==> src/rtl/reorder_resize_div_pkg.sv <==
// Shared types, widths and saturation helper for the resize-path sequential divider.
// The saturate helper works on the package default widths (QUOT_W, WIDE_W).
package reorder_resize_div_pkg;

  localparam int DIVIDEND_W = 28;
  localparam int DIVISOR_W  = 8;
  localparam int QUOT_W     = 20;
  localparam int WIDE_W     = QUOT_W + 8;

  localparam logic signed [QUOT_W-1:0] QUOT_MAX = {1'b0, {(QUOT_W-1){1'b1}}};
  localparam logic signed [QUOT_W-1:0] QUOT_MIN = {1'b1, {(QUOT_W-1){1'b0}}};

  // Same bounds sign-extended to the wide pre-saturation width.
  localparam logic signed [WIDE_W-1:0] WIDE_MAX = {{(WIDE_W-QUOT_W+1){1'b0}}, {(QUOT_W-1){1'b1}}};
  localparam logic signed [WIDE_W-1:0] WIDE_MIN = {{(WIDE_W-QUOT_W+1){1'b1}}, {(QUOT_W-1){1'b0}}};

  typedef enum logic [1:0] {
    IDLE,
    CALC,
    FIX,
    DONE
  } state_t;

  typedef struct packed {
    logic signed [QUOT_W-1:0] value;
    logic                     clamped;
  } sat_t;

  function automatic sat_t saturate(input logic signed [WIDE_W-1:0] v);
    sat_t r;
    if (v > WIDE_MAX) begin
      r.value   = QUOT_MAX;
      r.clamped = 1'b1;
    end else if (v < WIDE_MIN) begin
      r.value   = QUOT_MIN;
      r.clamped = 1'b1;
    end else begin
      r.value   = QUOT_W'(v);
      r.clamped = 1'b0;
    end
    return r;
  endfunction

endpackage

==> src/rtl/reorder_resize_div_step.sv <==
// One restoring-division step: shift the next dividend bit into the partial
// remainder, compare against the divisor and subtract when it fits.
module reorder_resize_div_step #(
  parameter int DIVISOR_WIDTH = 8
) (
  input  logic [DIVISOR_WIDTH-1:0] rem_i,
  input  logic                     bit_i,
  input  logic [DIVISOR_WIDTH-1:0] divisor_i,
  output logic [DIVISOR_WIDTH-1:0] rem_o,
  output logic                     q_bit_o
);

  // One extra bit so the shifted remainder cannot overflow before the compare.
  logic [DIVISOR_WIDTH:0] partial;

  always_comb begin
    partial = {rem_i, bit_i};
    q_bit_o = (partial >= {1'b0, divisor_i});
    rem_o   = q_bit_o ? DIVISOR_WIDTH'(partial - {1'b0, divisor_i})
                      : DIVISOR_WIDTH'(partial);
  end

endmodule

==> src/rtl/reorder_resize_div_seq.sv <==
// Sequential signed-by-unsigned radix-2 restoring divider with saturating quotient.
// Define REORDER_RESIZE_DIV_ROUND_EN to round half away from zero instead of truncating.
module reorder_resize_div_seq
  import reorder_resize_div_pkg::*;
#(
  parameter int DIVIDEND_WIDTH = DIVIDEND_W,
  parameter int DIVISOR_WIDTH  = DIVISOR_W,
  parameter int QUOT_WIDTH     = QUOT_W
) (
  input  logic                            ap_clk,
  input  logic                            ap_rst,
  input  logic                            in_valid,
  output logic                            in_ready,
  input  logic signed [DIVIDEND_WIDTH-1:0] dividend,
  input  logic        [DIVISOR_WIDTH-1:0]  divisor,
  output logic                            out_valid,
  input  logic                            out_ready,
  output logic signed [QUOT_WIDTH-1:0]     quotient,
  output logic signed [DIVISOR_WIDTH:0]    remainder,
  output logic                            div_by_zero,
  output logic                            sat
);

  localparam int CNT_W = $clog2(DIVIDEND_WIDTH + 1);

  state_t                            state_q, state_d;
  logic        [CNT_W-1:0]           count_q, count_d;
  logic        [DIVIDEND_WIDTH-1:0]  mag_q, mag_d;
  logic        [DIVISOR_WIDTH-1:0]   rem_q, rem_d;
  logic        [DIVISOR_WIDTH-1:0]   divisor_q, divisor_d;
  logic                              neg_q, neg_d;
  logic signed [QUOT_WIDTH-1:0]      quot_q, quot_d;
  logic signed [DIVISOR_WIDTH:0]     remn_q, remn_d;
  logic                              dbz_q, dbz_d;
  logic                              sat_q, sat_d;

  logic        [DIVISOR_WIDTH-1:0]   step_rem;
  logic                              step_bit;
  logic        [WIDE_W-1:0]          qmag_w;
  logic signed [WIDE_W-1:0]          q_signed;
  logic signed [DIVISOR_WIDTH:0]     rem_mag;
  logic signed [DIVISOR_WIDTH:0]     rem_signed;
  sat_t                              sat_r;

  // mag_q shifts left each step: dividend bits leave the top, quotient bits enter the bottom.
  reorder_resize_div_step #(
    .DIVISOR_WIDTH (DIVISOR_WIDTH)
  ) u_step (
    .rem_i     (rem_q),
    .bit_i     (mag_q[DIVIDEND_WIDTH-1]),
    .divisor_i (divisor_q),
    .rem_o     (step_rem),
    .q_bit_o   (step_bit)
  );

  always_comb begin
    qmag_w  = WIDE_W'(mag_q);
    rem_mag = {1'b0, rem_q};
`ifdef REORDER_RESIZE_DIV_ROUND_EN
    if ({rem_q, 1'b0} >= {1'b0, divisor_q}) begin
      qmag_w  = qmag_w + WIDE_W'(1);
      rem_mag = rem_mag - $signed({1'b0, divisor_q});
    end
`endif
    q_signed   = neg_q ? -$signed(qmag_w) : $signed(qmag_w);
    rem_signed = neg_q ? -rem_mag : rem_mag;
    sat_r      = saturate(q_signed);
  end

  always_comb begin
    // NOTE: every _d defaults to its _q first, so no branch can leave a latch behind.
    state_d   = state_q;
    count_d   = count_q;
    mag_d     = mag_q;
    rem_d     = rem_q;
    divisor_d = divisor_q;
    neg_d     = neg_q;
    quot_d    = quot_q;
    remn_d    = remn_q;
    dbz_d     = dbz_q;
    sat_d     = sat_q;

    case (state_q)
      IDLE: begin
        if (in_valid) begin
          // Magnitude is kept unsigned so the most negative dividend stays exact.
          mag_d     = dividend[DIVIDEND_WIDTH-1] ? -dividend : dividend;
          divisor_d = divisor;
          neg_d     = dividend[DIVIDEND_WIDTH-1];
          rem_d     = '0;
          count_d   = CNT_W'(DIVIDEND_WIDTH);
          dbz_d     = (divisor == '0);
          state_d   = (divisor == '0) ? FIX : CALC;
        end
      end
      CALC: begin
        mag_d   = {mag_q[DIVIDEND_WIDTH-2:0], step_bit};
        rem_d   = step_rem;
        count_d = count_q - CNT_W'(1);
        if (count_q == CNT_W'(1)) begin
          state_d = FIX;
        end
      end
      FIX: begin
        if (dbz_q) begin
          quot_d = neg_q ? QUOT_MIN : QUOT_MAX;
          remn_d = '0;
          sat_d  = 1'b0;
        end else begin
          quot_d = sat_r.value;
          remn_d = rem_signed;
          sat_d  = sat_r.clamped;
        end
        state_d = DONE;
      end
      DONE: begin
        if (out_ready) begin
          state_d = IDLE;
        end
      end
      default: state_d = IDLE;
    endcase
  end

  always_ff @(posedge ap_clk or posedge ap_rst) begin
    if (ap_rst) begin
      state_q   <= IDLE;
      count_q   <= '0;
      mag_q     <= '0;
      rem_q     <= '0;
      divisor_q <= '0;
      neg_q     <= 1'b0;
      quot_q    <= '0;
      remn_q    <= '0;
      dbz_q     <= 1'b0;
      sat_q     <= 1'b0;
    end else begin
      // NOTE: non-blocking assignments so every flop samples pre-edge values.
      state_q   <= state_d;
      count_q   <= count_d;
      mag_q     <= mag_d;
      rem_q     <= rem_d;
      divisor_q <= divisor_d;
      neg_q     <= neg_d;
      quot_q    <= quot_d;
      remn_q    <= remn_d;
      dbz_q     <= dbz_d;
      sat_q     <= sat_d;
    end
  end

  assign in_ready    = (state_q == IDLE);
  assign out_valid   = (state_q == DONE);
  assign quotient    = quot_q;
  assign remainder   = remn_q;
  assign div_by_zero = dbz_q;
  assign sat         = sat_q;

endmodule
==> config.mk <==
export PLATFORM = sky130hd
export DESIGN_NAME = reorder_resize_div_seq
export DESIGN_NICKNAME = d
export VERILOG_FILES = /design/src/rtl/reorder_resize_div_pkg.sv /design/src/rtl/reorder_resize_div_step.sv /design/src/rtl/reorder_resize_div_seq.sv
export SDC_FILE = /design/constraint.sdc
export NUM_CORES = 1
export LEC_CHECK = 0
export BUFFER_PORTS_ARGS = -buffer_cell sky130_fd_sc_hd__buf_2
export CAP_MARGIN = 30
export CORE_AREA = 5 5 114 116
export CTS_CLUSTER_SIZE = 12
export DETAILED_ROUTE_END_ITERATION = 8
export DIE_AREA = 0 0 119 121
export GPL_TIMING_DRIVEN = 0
export PLACE_DENSITY = 0.69
export SLEW_MARGIN = 10
export SYNTH_ARGS = -nofsm -noshare
export SYNTH_HDL_FRONTEND = slang
export SYNTH_HIERARCHICAL = 1
export SYNTH_SLANG_ARGS = --single-unit
export TNS_END_PERCENT = 10
==> constraint.sdc <==
create_clock -name ap_clk -period 7.9 [get_ports ap_clk]
set_input_delay 0.395 -clock ap_clk [delete_from_list [all_inputs] [get_ports ap_clk]]
set_output_delay 0.395 -clock ap_clk [all_outputs]
set_load 0.01 [all_outputs]
==> results of run 1 <==
==> registers in the layout, indices dropped and copies added, names as in the netlist <==
| register | flops |
|---|---|
| div_by_zero | 1 |
| mag_q | 28 |
| rem_q | 8 |
| neg_q | 1 |
| divisor_q | 8 |
| remainder | 9 |
| count_q | 5 |
| sat | 1 |
| state_q | 2 |
| quotient | 20 |
==> metrics by stage <==
stage	area (um^2)	worst slack, ns
after global routing	6690	4.40
after floorplan	5860	5.06
after global placement	6400	4.40
final	6690	4.62
after CTS	6690	4.63
after detailed placement	6430	4.65
==> cells in the mapped netlist, types with 16 or more instances <==
cell type   n
dfrtp_1    83
inv_1      62
o21ai_0    54
nand2_1    53
nor2_1     35
xor2_1     33
a21oi_1    27
clkbuf_1   20
xnor2_1    19
ha_1       17
o31ai_1    17
mux2_2     16
==> routing by layer <==
| metal | share of wire [%] | up-vias | GRT usage (%) |
|---|---|---|---|
| li1 | - | 2506 | - |
| met1 | 49 | 2547 | 30.7 |
| met2 | 47 | 130 | 33.6 |
| met3 | 3.9 | 10 | 3.40 |
| met4 | 0.63 | 0 | 4.63 |
| met5 | 0 | - | 0 |
==> path summary, 6_finish.rpt <==
check	depth (start not counted)	from	to
worst max-delay path	11	mag_q[0]	quotient[7]
worst min-delay path	2	ap_rst	quotient[18]
worst max register to register	11	mag_q[0]	quotient[7]
worst min register to register	1	quotient[19]	quotient[19]
max in group asynchronous	3	ap_rst	mag_q[21]
min in group ap_clk	2	divisor[6]	divisor_q[6]
==> report_power, final <==
| part | internal, W | leakage [nW] | switching [W] |
|---|---|---|---|
| Combinational | 0.000711 | 1.83 | 0.000977 |
| Clock | 0.000211 | 0.125 | 0.000171 |
| Sequential | 0.000628 | 1.01 | 0.000199 |
==> area by class of cell <==
class | count | area [um^2]
multi-input combinational | 461 | 3320
clock buffer | 11 | 233
inverter | 62 | 235
fill | 1073 | 5120
clock inverter | 5 | 30.0
timing repair buffer | 72 | 383
tap | 147 | 184
sequential | 83 | 2080
buffer | 42 | 231
==> cell families (layout without fill, tap and decap cells) <==
kind of cell | Yosys count | count (layout) | synth area share [%]
buffers and inverters | 104 | 192 | 7.92
xor gates and xnor gates | 52 | 52 | 7.77
DFF | 83 | 83 | 35.4
muxes | 31 | 31 | 5.63
adders and majority gates | 18 | 18 | 3.97
AOI/OAI and AO/OA | 182 | 182 | 22.8
and+or+nand+nor | 178 | 178 | 16.5
==> impl_results.md, run 1 <==
* Outcome: finished, final reports clean
* Min-Delay Path Class: primary input to asynchronous set/reset pin
* Final Max Slew Viols at 0
* First-pass GRT wire length at 25100 um
* Mapped Cells at 648
* Max stage delay on crit path at 0.52 ns
* # DRC at 0
* Core area at 0.0118 mm^2
* Vias in the first global route at 5010
* CTS Sinks at 83
* Die height at 121 um
* Setup bufs post-CTS at 0
* Least-Margin Pin Slew at 0.738 ns
* Row count at 40
* Yosys Warn Count at 6
* Final Non-Filler Cells at 883
* Max-cap viol count at 0
* Remaining antenna violation count at 0
* Post-synth cell types at 78
* Cells along the critical path: inv_1 > ha_1 > or3b_2 > or2_1 > buf_2 > o31ai_1 > nand4_1 > a222oi_1 > o21ai_2 > buf_6 > o221ai_2
* Diodes inserted at 0
* Crit path time final at 3.28 ns
* Post-Route WL at 15000 um
* DR iter-0 viols at 326
* GRT Resource Usage Total at 21.2%
* Placed cell count at 867
* Asr flop ratio synth at 100%
* Final setup TNS at 0 ns
* Clk root buf: clkbuf_16
* Worst R2R Setup Slack at roughly 4.6 ns
* WP data arrival at around 3.6 ns
* Clock Latency Late Sink at roughly 0.34 ns
* CTS tree: built
* Commonest non-fill, non-tap cell in the layout: dfrtp_1
* Slowest CP cell: or3b_2
* Setup Viol. Count Final at 0
* Cells taking the most area after synthesis: dfrtp_1 35%, xor2_1 4.9%, o21ai_0 4.6%
* CTS Hold Bufs at 0
* Slew headroom at 50.8%
* Yosys top cell by area: dfrtp_1
* Initial core utilization at 49.6%
* Setup crit end kind: flip-flop
* IO Count at between 70 and 80
* #FFs+latches synth at 83
* Num CTS Buffers at 9
* Number of vias per cell at 5.88
* H-tree depth at 3
* CTS resizes at 0
* Overall Power at 0.00290 W
* CTS Buffer Depth at 2
* CP Launch Type: flip-flop
* Overall die width at 119 um
* Fin crit share at 41.6%
* Sequential element share of the synthesized area at a little over a third
* Pwr per Cell Area at 433 mW/mm^2
* Final Core Density at 56.7%
* Share of the synthesized area in the top cell type at 35.4%
* Critical Path RT at 8.16 ns
* Port Buffers at 71
* CP bufs+invs at 3
* FMAX at 304 MHz
* Initial DRT Pass Iterations at 5
* Syn Area/Cell at 9.05 um^2
* Hold Vio Cnt, Final at 0
* Area Growth Syn to Fin at 14.2%
* Final Net Count at roughly 800
* Initial antenna violation count at 0
* Largest delay share family, worst path: compound AO/OA/AOI/OAI gates
* Worst VDD drop at 0.000174 V
* Most frequent cells in the layout: 83 x dfrtp_1, 79 x buf_2, 61 x inv_1
* Crit path kind: flip-flop to flip-flop
* Post-DP HPWL at 11600 um
* Leak at ~3.0 nW
* DR vias at 5193
* Cell area after synthesis at 0.00586 mm^2
* Post-synth EDFFs at 0
* CTS clk-pin slew, worst paths at 0.06 ns
* Share of layout cells above drive strength 1 at 21.1%
* GPL Wtd Cong at 0.883
* RSZ-0062 raised after global routing: no
* Die area at 0.0144 mm^2
* Ys flop type: dfrtp_1
* Pin count of the biggest net entering global routing at 56
* Clock Skew at 0.00686 ns
* Syn nets at around 700
* CP max FO at 10
* Routed len/inst at between 15 and 20 um
* WHS at roughly 0.043 ns
* GR Overflow Total at 0
(Power assumes the default switching activity.)
==> run 2, diff against run 1 <==
- clock period: 7.9 -> 3.05 ns (I/O delays scaled with it)
==> impl_results.md, run 2 (same netlist as run 1, synthesis figures left out) <==
* Outcome: finished, final reports clean
* Num CTS Buffers at 9
* DR iter-0 viols at about 340
* Area Growth Syn to Fin at 16.4%
* Final Max Slew Viols at 0
* Number of vias per cell at 5.86
* Initial antenna violation count at 0
* WHS at 0.0539 ns
* Pin count of the biggest net entering global routing at 56
* Hold_sp: divisor[6]
* Worst VDD drop at ~0.00046 V
* Internal at just over 0.004 W
* Port Buffers at 71
* Clk root buf: clkbuf_16
* Sw power at 0.00357 W
* Min-Delay Path Class: primary input to flip-flop
* GR Overflow Total at 0
* Diodes inserted at 0
* Post-DP HPWL at 11600 um
* CTS Buffer Depth at 2
* CTS tree: built
* Clock Skew at 0.00718 ns
* CP max FO at 10
* Initial DRT Pass Iterations at 5
* Overall die width at 119 um
* Most frequent cells in the layout: 79 x buf_2, 78 x dfrtp_1, 60 x inv_1
* # DRC at 0
* Post-Route WL at 15400 um
* Critical Path Source: mag_q[15]
* H-tree depth at 3
* Power share of the clock group at 12.9%
* Vias in the first global route at 5061
* IO Count at 73
* Max reg flops at 28
* Setup crit end kind: flip-flop
* Switching Share at 46.6%
* GRT Resource Usage Total at between 20% and 30%
* Die height at 121 um
* Worst reg2reg path startpoint: mag_q[15]
* Setup Viol. Count Final at 0
* Share of layout cells above drive strength 1 at 23.0%
* WP data arrival at 3.17 ns
* Dpl ws at -0.204 ns
* Worst Slack Setup Final at a little over 0.1 ns
* Crit path kind: flip-flop to flip-flop
* CTS clk-pin slew, worst paths at 0.06 ns
* Leak at approximately 3.0 nW
* First-pass GRT wire length at 25400 um
* Routed len/inst at 17.3 um
* Hold Vio Cnt, Final at 0
* DR vias at 5228
* Placed cell count at 867
* Fin crit share at 96.6%
* Max-cap viol count at 0
* GPL Wtd Cong at just under 0.9
* Critical Path RT at 3.27 ns
* Pwr per Cell Area at roughly 1100 mW/mm^2
* CP Launch Type: flip-flop
* CTS Sinks at 83
* Least-Margin Pin Slew at 0.733 ns
* Commonest non-fill, non-tap cell in the layout: buf_2
* Clock Latency Late Sink at 0.34 ns
* Final Non-Filler Cells at about 900
* Core area at 0.0118 mm^2
* Sequential share of power at 28.2%
* FMAX at 339 MHz
* Die area at ~0.014 mm^2
* Crit path time final at 2.95 ns
* Logic gate share of total power at 58.9%
* Initial core utilization at 49.6%
* Slew headroom at 51.1%
* Final Net Count at 798
* Biggest register: mag_q
* Row count at 40
* Remaining antenna violation count at 0
==> run 2: what timing repair did <==
item	CTS	global route
pin swaps	3	2
hold endpoints to repair	28	0
setup endpoints to repair	19	16
setup buffers	1	3
hold buffers	1	0
gates resized for setup	5	11
gates cloned	2	2
==> run 2: metal layers <==
metal  share of wire (%)  global-route usage, %  vias up  routed length [um]
li1                    -                      -     2526                   -
met1                  48                   30.8     2545                7330
met2                  47                   34.1      142                7280
met3                 4.4                   3.45       15                 672
met4                0.96                   4.78        0                 148
met5                   0                      0        -                   0
==> run 2: cell type report <==
class / count / area (um^2)
inverter: 62 / 235
buffer: 42 / 234
tap: 147 / 184
sequential: 83 / 2080
fill: 1066 / 4990
multi-input combinational: 463 / 3380
timing repair buffer: 79 / 439
clock buffer: 11 / 233
clock inverter: 5 / 30.0
==> run 2: per-stage QoR <==
step / power (W) / instance area [um^2] / util [%] / setup TNS (ns)
after detailed placement: 0.00651 / 6430 / 54.4 / -2.40
after CTS: 0.00757 / 6740 / 57.1 / 0
after global placement: 0.00634 / 6400 / 54.2 / -18.44
after floorplan: 0.00533 / 5860 / - / 0
final: 0.00764 / 6820 / 57.7 / 0
after global routing: 0.00830 / 6820 / 57.7 / -0.00382
==> run 2: path summary, 6_finish.rpt <==
path                                end  slack [ns]  depth (start not counted)
max                         quotient[7]        0.10                         10
min                        divisor_q[6]        0.05                          2
max reg2reg                 quotient[7]        0.10                         10
min reg2reg                quotient[19]        0.50                          1
max in group asynchronous     mag_q[14]        2.09                          4
min in group asynchronous  quotient[18]        0.35                          3
==> run 2: power by group through the flow <==
stage                     Combinational (W)  Clock, W  Sequential, W
after CTS                           0.00443   0.00100        0.00214
final                               0.00450  0.000988        0.00215
after global routing                0.00502   0.00106        0.00222
after floorplan                     0.00325         0        0.00209
after detailed placement            0.00436         0        0.00215
after global placement              0.00421         0        0.00212
==> run 2: critical path, stage by stage, from the launching register on <==
cell and delay (ns):
dfrtp_2 0.45, or4_4 0.60, nand4b_4 0.26, buf_4 0.19, o31a_1 0.27, o211ai_1 0.20, a222oi_1 0.09, buf_4 0.17
o21ai_4 0.25, buf_6 0.22, o221ai_2 0.11
==> run 3, diff against run 2 <==
- CORE_AREA: 5 5 114 116 -> 5 5 112 114
- DIE_AREA: 0 0 119 121 -> 0 0 117 119
- SYNTH_HIERARCHICAL: 1 -> default
==> impl_results.md, run 3 <==
* FMAX at between 300 and 400 MHz
* Largest family of logic cells by synthesized area: compound AO/OA/AOI/OAI gates
* H-tree depth at 3
* Number of vias per cell at slightly below 6
* Syn Area/Cell at 8.88 um^2
* Post-synth EDFFs at 0
* Cell area after synthesis at 0.00565 mm^2
* Post-synthesis mux area share at 3.97%
* Crit path time final at 2.98 ns
* Crit path kind: flip-flop to flip-flop
* Initial core utilization at 49.9%
* Biggest register: mag_q
* Logic gate share of total power at 58.9%
* RSZ-0062 raised after global routing: no
* Largest delay share family, worst path: simple AND/OR/NAND/NOR gates
* IO Count at 73
* Area Growth Syn to Fin at 17.2%
* Leak at roughly 2.9 nW
* Die height at 119 um
* #FFs+latches synth at 83
* Yosys top cell by area: dfrtp_1
* First-pass GRT wire length at 25200 um
* CTS tree: built
* Sequential element share of the synthesized area at 36.8%
* Routed len/inst at 17.5 um
* Final Max Slew Viols at 0
* CP bufs+invs at 1
* Post-Route WL at 15300 um
* Least-Margin Pin Slew at 0.623 ns
* Cells along the critical path: or4_4 > nand4b_4 > or4_4 > a211o_1 > a32o_2 > nand3_4 > buf_4 > nand4_1
* Syn nets at 694
* Capture point of the worst reg-to-reg path: quotient[8]
* Initial antenna violation count at 0
* Max reg flops at 28
* Post-synthesis simple-gate area fraction at 17.8%
* Commonest non-fill, non-tap cell in the layout: dfrtp_1
* Overall Power at 0.00768 W
* WHS at 0.0669 ns
* Max stage delay on crit path at 0.57 ns
* Clk root buf: clkbuf_16
* Synth Area in Compound Gates at 22.9%
* Slew headroom at between 50% and 60%
* CTS clk-pin slew, worst paths at 0.07 ns
* Ys flop type: dfrtp_1
* Worst R2R Setup Slack at ~0.069 ns
* R2R cell count at 8
* Share of layout cells above drive strength 1 at 18.4%
* Most frequent cells in the layout: 82 x dfrtp_1, 75 x buf_2, 57 x o21ai_0
* Critical Path Sink: quotient[8]
* Outcome: finished, final reports clean
* Power share of the clock group at about 14%
* CP Launch Type: flip-flop
* Max-cap viol count at 0
* Commonest cells post-synth: 83 x dfrtp_1, 57 x o21ai_0, 46 x nand2_1
* Pwr per Cell Area at 1160 mW/mm^2
* Placed cell count at 852
* Yosys Warn Count at 0
* Post-DP HPWL at 11900 um
* Worst VDD drop at 0.000581 V
* Crit path depth at 8
* Initial DRT Pass Iterations at 6
* Mapped Cells at 636
* Die area at 0.0139 mm^2
* Internal at 0.00408 W
* CP max FO at 7
* DR iter-0 viols at 375
* Synth Area in XOR/XNOR at under 10%
* GRT Resource Usage Total at between 20% and 30%
* Overall die width at approximately 120 um
* Vias in the first global route at 4992
* Port Buffers at between 70 and 80
* Critical Path Source: mag_q[13]
* Clock Latency Late Sink at 0.33 ns
* Post-synth cell types at 64
* Hold Vio Cnt, Final at 0
* GPL Wtd Cong at slightly below 0.9
* Most used cell, CP: or4_4
* Remaining antenna violation count at 0
* Sequential share of power at 26.8%
* Worst reg2reg path startpoint: mag_q[13]
* Switching Share at 46.9%
* Critical Path RT at 3.26 ns
* Setup crit end kind: flip-flop
* # DRC at 0
* Row count at 39
* Num CTS Buffers at 9
* DR vias at a little over 5000
* Fin crit share at 97.7%
* CTS Sinks at between 80 and 90
* Final Non-Filler Cells at roughly 870
* Slowest CP cell: or4_4
* Min-Delay Path Class: primary input to flip-flop
* Diodes inserted at 0
* Cells taking the most area after synthesis: dfrtp_1 37%, xor2_1 5.9%, o21ai_0 5.1%
* WP data arrival at 3.19 ns
* Pin count of the biggest net entering global routing at 63
* CTS Buffer Depth at 2
* GR Overflow Total at 0
* Share of the synthesized area in the top cell type at 36.8%
* Clock Skew at 0.0112 ns
* Final Net Count at 782
* Count leader, synth: dfrtp_1
* Setup Viol. Count Final at 0
* Sw power at about 0.0036 W
* Asr flop ratio synth at 100%
* Core area at 0.0113 mm^2
* Adder-cell share of the synthesized area at 4.12%
==> run 3: area by class of cell <==
| cell class | instances | area (um^2) |
|---|---|---|
| buffer | 46 | 194 |
| sequential | 83 | 2080 |
| clock buffer | 11 | 233 |
| fill | 1010 | 4700 |
| timing repair buffer | 77 | 423 |
| tap | 143 | 179 |
| multi-input combinational | 471 | 3310 |
| inverter | 36 | 138 |
| clock inverter | 5 | 61.3 |
==> run 3: per-stage QoR <==
stage | utilization, % | cell area, um^2 | setup slack, ns | TNS (ns)
floorplan | - | 5650 | 0.323 | 0
global placement | 54.6 | 6180 | -0.134 | -10.84
detailed placement | 54.9 | 6220 | -0.0610 | -0.536
CTS | 57.8 | 6540 | 0.00201 | 0
global route | 58.5 | 6620 | 0.00492 | 0
finish | 58.5 | 6620 | 0.0687 | 0
==> run 3: layer usage <==
metal,GRT usage [%],routed length (um),vias up
met2,33.5,6800,175
met1,33.0,7280,2471
li1,-,-,2515
met5,0,0,-
met4,6.38,299,0
met3,3.70,899,21
==> run 3: how the worst min path moves through the flow <==
stage | startpoint | cells after the start | to
after floorplan | divisor[7] | 1 | divisor_q[7]
after global routing | divisor[2] | 2 | divisor_q[2]
final | divisor[1] | 2 | divisor_q[1]
after global placement | divisor[3] | 2 | divisor_q[3]
after CTS | divisor[3] | 2 | divisor_q[3]
after detailed placement | ap_rst | 2 | remainder[8]
==> run 3: power groups by stage <==
stage	clock, W	sequential, W	combinational [W]
floorplan	0	0.00201	0.00321
finish	0.00110	0.00206	0.00452
global placement	0	0.00203	0.00425
global route	0.00116	0.00213	0.00505
detailed placement	0	0.00205	0.00438
CTS	0.00110	0.00204	0.00441
==> run 3: cells by family after synthesis <==
logic type                 count (synthesis)
buffers and inverters                     82
adders and majority gates                 18
DFF                                       83
AOI/OAI and AO/OA                        190
muxes                                     21
and+or+nand+nor                          186
xor gates and xnor gates                  56
==> run 3: what timing repair did <==
| action | 4_1_cts | 5_1_grt |
|---|---|---|
| hold endpoints to repair | 21 | 0 |
| gates resized for setup | 3 | 15 |
| hold buffers | 1 | 0 |
| buffers inserted | 0 | 3 |
| endpoints found under the setup margin | 17 | 20 |
